==> config.mk <==
export PLATFORM = sky130hd
export DESIGN_NAME = wavetable_osc
export DESIGN_NICKNAME = d
export VERILOG_FILES = /design/src/rtl/wavetable_osc.sv
export SDC_FILE = /design/constraint.sdc
export NUM_CORES = 2
export LEC_CHECK = 0
export BUFFER_PORTS_ARGS = -buffer_cell sky130_fd_sc_hd__buf_2
export CORE_MARGIN = 5
export CORE_UTILIZATION = 25
export CTS_CLUSTER_SIZE = 20
export DETAILED_ROUTE_END_ITERATION = 7
export GPL_ROUTABILITY_DRIVEN = 0
export GPL_TIMING_DRIVEN = 0
export PLACE_DENSITY = 0.41
export SYNTH_ARGS = -nofsm -noshare
export SYNTH_HDL_FRONTEND = slang
export SYNTH_SLANG_ARGS = --single-unit
==> constraint.sdc <==
create_clock -name mclk -period 10.8 [get_ports mclk]
set_clock_uncertainty 0.1 [all_clocks]
set_input_delay 0.54 -clock mclk [delete_from_list [all_inputs] [get_ports mclk]]
set_output_delay 0.54 -clock mclk [all_outputs]
set_load 0.01 [all_outputs]
==> src/rtl/wavetable_osc.sv <==
// Wavetable oscillator: a writable single-cycle waveform table stepped by a phase
// accumulator. Each requested sample is read as two adjacent entries, linearly
// interpolated, gain-scaled, saturated and delivered with a one-cycle valid pulse.
//
// Ports:
//   mclk       - sole clock, rising edge
//   rst        - synchronous active-high reset
//   tbl_we     - table write strobe (active in every state)
//   tbl_addr   - table write address
//   tbl_wdata  - table write data (signed)
//   tune_word  - phase increment per delivered sample, latched at request
//   gain       - unsigned output gain (unity = 2^(GAIN_BITS-1)), latched at request
//   enable     - 0 mutes output and freezes phase, latched at request
//   smp_req    - request for the next sample, only sampled in idle
//   smp_data   - last produced sample, held until next delivery
//   smp_valid  - one-cycle pulse when smp_data updates
module wavetable_osc #(
    parameter int unsigned SAMPLE_BITS = 16,
    parameter int unsigned CLIP_LEN    = 64,
    parameter int unsigned PHASE_BITS  = 24,
    parameter int unsigned FRAC_BITS   = 8,
    parameter int unsigned GAIN_BITS   = 8
) (
    input  logic                          mclk,
    input  logic                          rst,
    input  logic                          tbl_we,
    input  logic [$clog2(CLIP_LEN)-1:0]   tbl_addr,
    input  logic [SAMPLE_BITS-1:0]        tbl_wdata,
    input  logic [PHASE_BITS-1:0]         tune_word,
    input  logic [GAIN_BITS-1:0]          gain,
    input  logic                          enable,
    input  logic                          smp_req,
    output logic [SAMPLE_BITS-1:0]        smp_data,
    output logic                          smp_valid
);

    localparam int unsigned IDX_BITS = $clog2(CLIP_LEN);
    // Width that holds (b - a) * frac without overflow, including sign.
    localparam int unsigned PROD_W   = SAMPLE_BITS + FRAC_BITS + 2;
    // Width that holds y * gain without overflow, including sign.
    localparam int unsigned SCALE_W  = SAMPLE_BITS + GAIN_BITS + 1;

    localparam logic signed [SCALE_W-1:0] SAT_MAX =
        {{(GAIN_BITS + 2){1'b0}}, {(SAMPLE_BITS - 1){1'b1}}};
    localparam logic signed [SCALE_W-1:0] SAT_MIN =
        {{(GAIN_BITS + 2){1'b1}}, {(SAMPLE_BITS - 1){1'b0}}};

    typedef enum logic [2:0] {
        StIdle,
        StRd0,
        StRd1,
        StMix,
        StScale
    } state_e;

    state_e state_q, state_d;

    logic signed [SAMPLE_BITS-1:0] mem [CLIP_LEN];
    logic signed [SAMPLE_BITS-1:0] rd_q;
    logic signed [SAMPLE_BITS-1:0] a_q;
    logic signed [SAMPLE_BITS-1:0] y_q;
    logic signed [SAMPLE_BITS-1:0] y_d;
    logic [PHASE_BITS-1:0]         phase_q;
    logic [PHASE_BITS-1:0]         tune_q;
    logic [GAIN_BITS-1:0]          gain_q;
    logic                          en_q;

    logic [IDX_BITS-1:0]           idx;
    logic [FRAC_BITS-1:0]          frac;
    logic [IDX_BITS-1:0]           rd_addr;
    logic signed [SAMPLE_BITS:0]   diff;
    logic signed [PROD_W-1:0]      prod;
    logic signed [SCALE_W-1:0]     scaled;
    logic signed [SCALE_W-1:0]     z;
    logic [SAMPLE_BITS-1:0]        result;

    // Phase does not move while a request is in flight, so idx/frac are stable
    // from RD0 through SCALE.
    assign idx  = phase_q[PHASE_BITS-1 -: IDX_BITS];
    assign frac = phase_q[PHASE_BITS-IDX_BITS-1 -: FRAC_BITS];

    // Second read of a request fetches the neighbour; the add wraps modulo CLIP_LEN.
    assign rd_addr = (state_q == StRd1) ? idx + IDX_BITS'(1) : idx;

    // Table: no reset. Read-before-write on a same-address collision.
    always_ff @(posedge mclk) begin
        if (tbl_we) begin
            mem[tbl_addr] <= tbl_wdata;
        end
        rd_q <= mem[rd_addr];
    end

    always_comb begin
        state_d = state_q;
        unique case (state_q)
            StIdle:  if (smp_req) state_d = StRd0;
            StRd0:   state_d = StRd1;
            StRd1:   state_d = StMix;
            StMix:   state_d = StScale;
            StScale: state_d = StIdle;
            default: state_d = StIdle;
        endcase
    end

    // Interpolation: rd_q holds b during MIX. The floor shift keeps y within range.
    always_comb begin
        diff = {rd_q[SAMPLE_BITS-1], rd_q} - {a_q[SAMPLE_BITS-1], a_q};
        prod = PROD_W'(diff) * signed'(PROD_W'({1'b0, frac}));
        y_d  = SAMPLE_BITS'(PROD_W'(a_q) + (prod >>> FRAC_BITS));
    end

    always_comb begin
        scaled = SCALE_W'(y_q) * signed'(SCALE_W'({1'b0, gain_q}));
        z      = scaled >>> (GAIN_BITS - 1);
        if (!en_q) begin
            result = '0;
        end else if (z > SAT_MAX) begin
            result = {1'b0, {(SAMPLE_BITS - 1){1'b1}}};
        end else if (z < SAT_MIN) begin
            result = {1'b1, {(SAMPLE_BITS - 1){1'b0}}};
        end else begin
            result = z[SAMPLE_BITS-1:0];
        end
    end

    always_ff @(posedge mclk) begin
        if (rst) begin
            state_q   <= StIdle;
            phase_q   <= '0;
            tune_q    <= '0;
            gain_q    <= '0;
            en_q      <= 1'b0;
            a_q       <= '0;
            y_q       <= '0;
            smp_data  <= '0;
            smp_valid <= 1'b0;
        end else begin
            state_q   <= state_d;
            smp_valid <= 1'b0;
            if (state_q == StIdle && smp_req) begin
                tune_q <= tune_word;
                gain_q <= gain;
                en_q   <= enable;
            end
            if (state_q == StRd1) begin
                a_q <= rd_q;
            end
            if (state_q == StMix) begin
                y_q <= y_d;
            end
            if (state_q == StScale) begin
                smp_data  <= result;
                smp_valid <= 1'b1;
                if (en_q) begin
                    phase_q <= phase_q + tune_q;
                end
            end
        end
    end

endmodule

==> results.ini <==
[critical_path]
cp_slowest_stage_delay_ns = 0.68
startpoint_type = flop
r2r-start = rd_q[1]
required_ns = 11.34
reg2regPathDepth = 36
startpoint = rd_q[1]
cp_max_fo = 8
critPathSlowestCell = a221oi_1
reg2reg_to = y_q[15]
r2r_setup_slack_ns = 0.75
critPathArrivalTime_ns = 10.58
end_kind = flop
critPathKind = flop to flop

[cells_and_area]
multi_input_area_um2 = 19900
layout-drive-gt1-share_pct = 19.8
layout_commonest_cell = edfxtp_1
syn_to_final_growth_pct = 17.4
fillers = 21878
final_nets = 4166
instances_no_fill = 6729
final_cell_mix = edfxtp_1, mux4_2, nand2_1
seq_area_um2 = 33300

[min_path]
min_path_cells = 3
min_path_type = input pin to flop
worstHoldStart = tune_word[9]
holdPathEnd = tune_q[9]

[sta]
fin_crit_ns = 10.05
maxSlewViolCount = 0
min_period_over_period_pct = 93.0
fmaxAchievable_mhz = 99.5
hold_violations = 0
setup_viol = 0
hold_slack_ns = 0.0758
tightest_slew_ns = 1.36
tns_ns = 0
rsz0062_at_grt = no
relSlewSlack_pct = 9.54

[die]
initial_core_util_pct = 25.0
die_w_um = 478
dieHeight_um = 478
ios = 76
core.rowCount = 172
core_area_um2 = 219000
die-area_um2 = 229000

[synthesis]
synth_ff_type = edfxtp_1
async_flop_share_pct = 0
netlist_area_um2 = 54900
ys_seq_elements = 1149
yosysSeqAreaShare_pct = 60.6
synth_edf_count = 1024
syn-num-nets = 3874
synth_area_leaders = edfxtp_1, mux4_2, fa_1, dfxtp_1, ha_1
yosysUniqueCellTypes = 73
post-synth-top-area-cell = edfxtp_1
synth_cells = 3464
synth_top_area_share_pct = 56.1
synth_area_per_cell_um2 = 15.8
yosysWarnings = 0

[clocking]
h-tree-depth = 3
cts_sinks = 1149
cts-root-buf = clkbuf_16
tritoncts = done
cts_buffer_depth = 3
insertion_delay_ns = 0.79
cts_buffers = 121
cts.reportedPaths.clkPinSlew_ns = 0.06

[place]
io_buffers = 71
dp_hpwl_mm = 109
dp.cells = 6473

[pwr]
cellLeakagePower_nw = 22.8
peakVddDrop_mv = 0.135
power.density_nw_per_um2 = 150

[global_routing]
grt_usage_pct = 13.4
grt_start_max_net_pins = 65
grt_overflow_total = 0
grt_pass1_wl_mm = 226
antenna_found_initial = 18
grt_pass1_vias = 31345

[drt]
first_pass_iters = 5
viasPerCell = 4.43
ant_nets = 0
vias = 29788
remaining_drc_errors = 0
drt_iter0_markers = 1818
drt-total-wl_mm = 155
wl_per_cell_um = 23.0

[outcome]
status = finished, final reports clean

[job]
cap_violations = 0

-- Yosys cell counts (all sizes together) (5+ instances only) --
cell and number:
a211oi 13, o21a 22, mux4 336, o211ai 23, buf 50, inv 319
fa 206, nor2b 26, and2 123, dfxtp 125, a21o 20, nor3 29
xnor2 52, xor2 19, or3 15, edfxtp 1024, a311oi 5, a31oi 23
nor2 137, nand3 40, and3 11, clkbuf 106, o31ai 6, a211o 6
a21oi 125, nand4 5, nand3b 5, nand2b 11, ha 145, nand2 329
o21ai 44, nand4b 5, o21bai 9
-- sequential cells by signal (all words and copies together), names as in the netlist --
register and count:
rd_q 16, smp_valid 1, y_q 16, smp_data 16, tune_q 24, gain_q 8
a_q 16, phase_q 24, en_q 1, mem 1024, state_q 3
-- power by group --
part           internal (W)  leakage (nW)  switching (W)
logic              0.000251          10.7       0.000434
registers           0.00488          10.2      0.0000260
clock network       0.00227          1.86        0.00180
total               0.00740          22.8        0.00226
-- area by class of cell --
| cell class | instances | area share, % |
|---|---|---|
| diodes | 4 | 0.0155 |
| plain buffers | 156 | 1.00 |
| clock buffers | 151 | 4.91 |
| clock inverters | 70 | 1.08 |
| inverters | 319 | 1.86 |
| multi-input cells | 1840 | 31.0 |
| flip-flops and latches | 1149 | 51.7 |
| well taps | 2871 | 5.58 |
| repair buffers | 169 | 2.91 |
-- kinds of logic (layout without fill, tap and decap cells) --
kind of cell	count (synthesis)	in the layout	share of synthesized area (%)
flip-flops	1149	1149	60.6
AND/OR/NAND/NOR	751	751	6.38
buffers and inverters	475	865	3.35
adder cells (fa/ha/maj)	351	351	10.8
multiplexers	339	339	13.9
AO/OA/AOI/OAI	327	327	3.79
XOR/XNOR	72	72	1.17
other	0	4	0
-- critical path: cells and delay by family (launching register included) --
kind / cells / cell delay [ns]
xor gates and xnor gates: 2 / 1.06
buffers and inverters: 3 / 0.14
AOI/OAI and AO/OA: 14 / 3.64
DFF: 1 / 0.45
adders and majority gates: 7 / 2.98
and+or+nand+nor: 10 / 1.54
-- routing by layer --
metal / global-route usage, % / up-vias / share of wire, % / wire (µm)
li1: - / 13484 / - / -
met1: 17.9 / 15618 / 45 / 69100
met2: 23.3 / 499 / 50 / 77700
met3: 1.94 / 179 / 3.5 / 5440
met4: 2.53 / 8 / 1.6 / 2530
met5: 0 / - / 0.032 / 49
-- worst max-delay path by stage --
stage	end	slack, ns	cells after the start
detailed placement	y_q[14]	0.69	36
global route	y_q[15]	0.09	37
global placement	y_q[15]	0.72	37
CTS	y_q[14]	0.63	36
finish	y_q[15]	0.75	36
floorplan	y_q[15]	2.58	36
-- timing repair --
action | CTS | global route
endpoints found under the setup margin | 0 | 2
setup buffers | 0 | 0
hold endpoints to repair | 29 | 0
hold buffers | 29 | 0
gates resized for setup | 0 | 1
-- per-stage QoR --
step	worst slack, ns	power [W]	cell area, µm²	utilization, %
2_1_floorplan	2.58	0.00538	54900	-
3_3_place_gp	0.722	0.00569	58800	26.8
3_5_place_dp	0.688	0.00570	60200	27.5
4_1_cts	0.635	0.00980	64300	29.4
5_1_grt	0.0921	0.0100	64400	29.4
6_report	0.755	0.00966	64400	29.4
(Power assumes the default switching activity.)
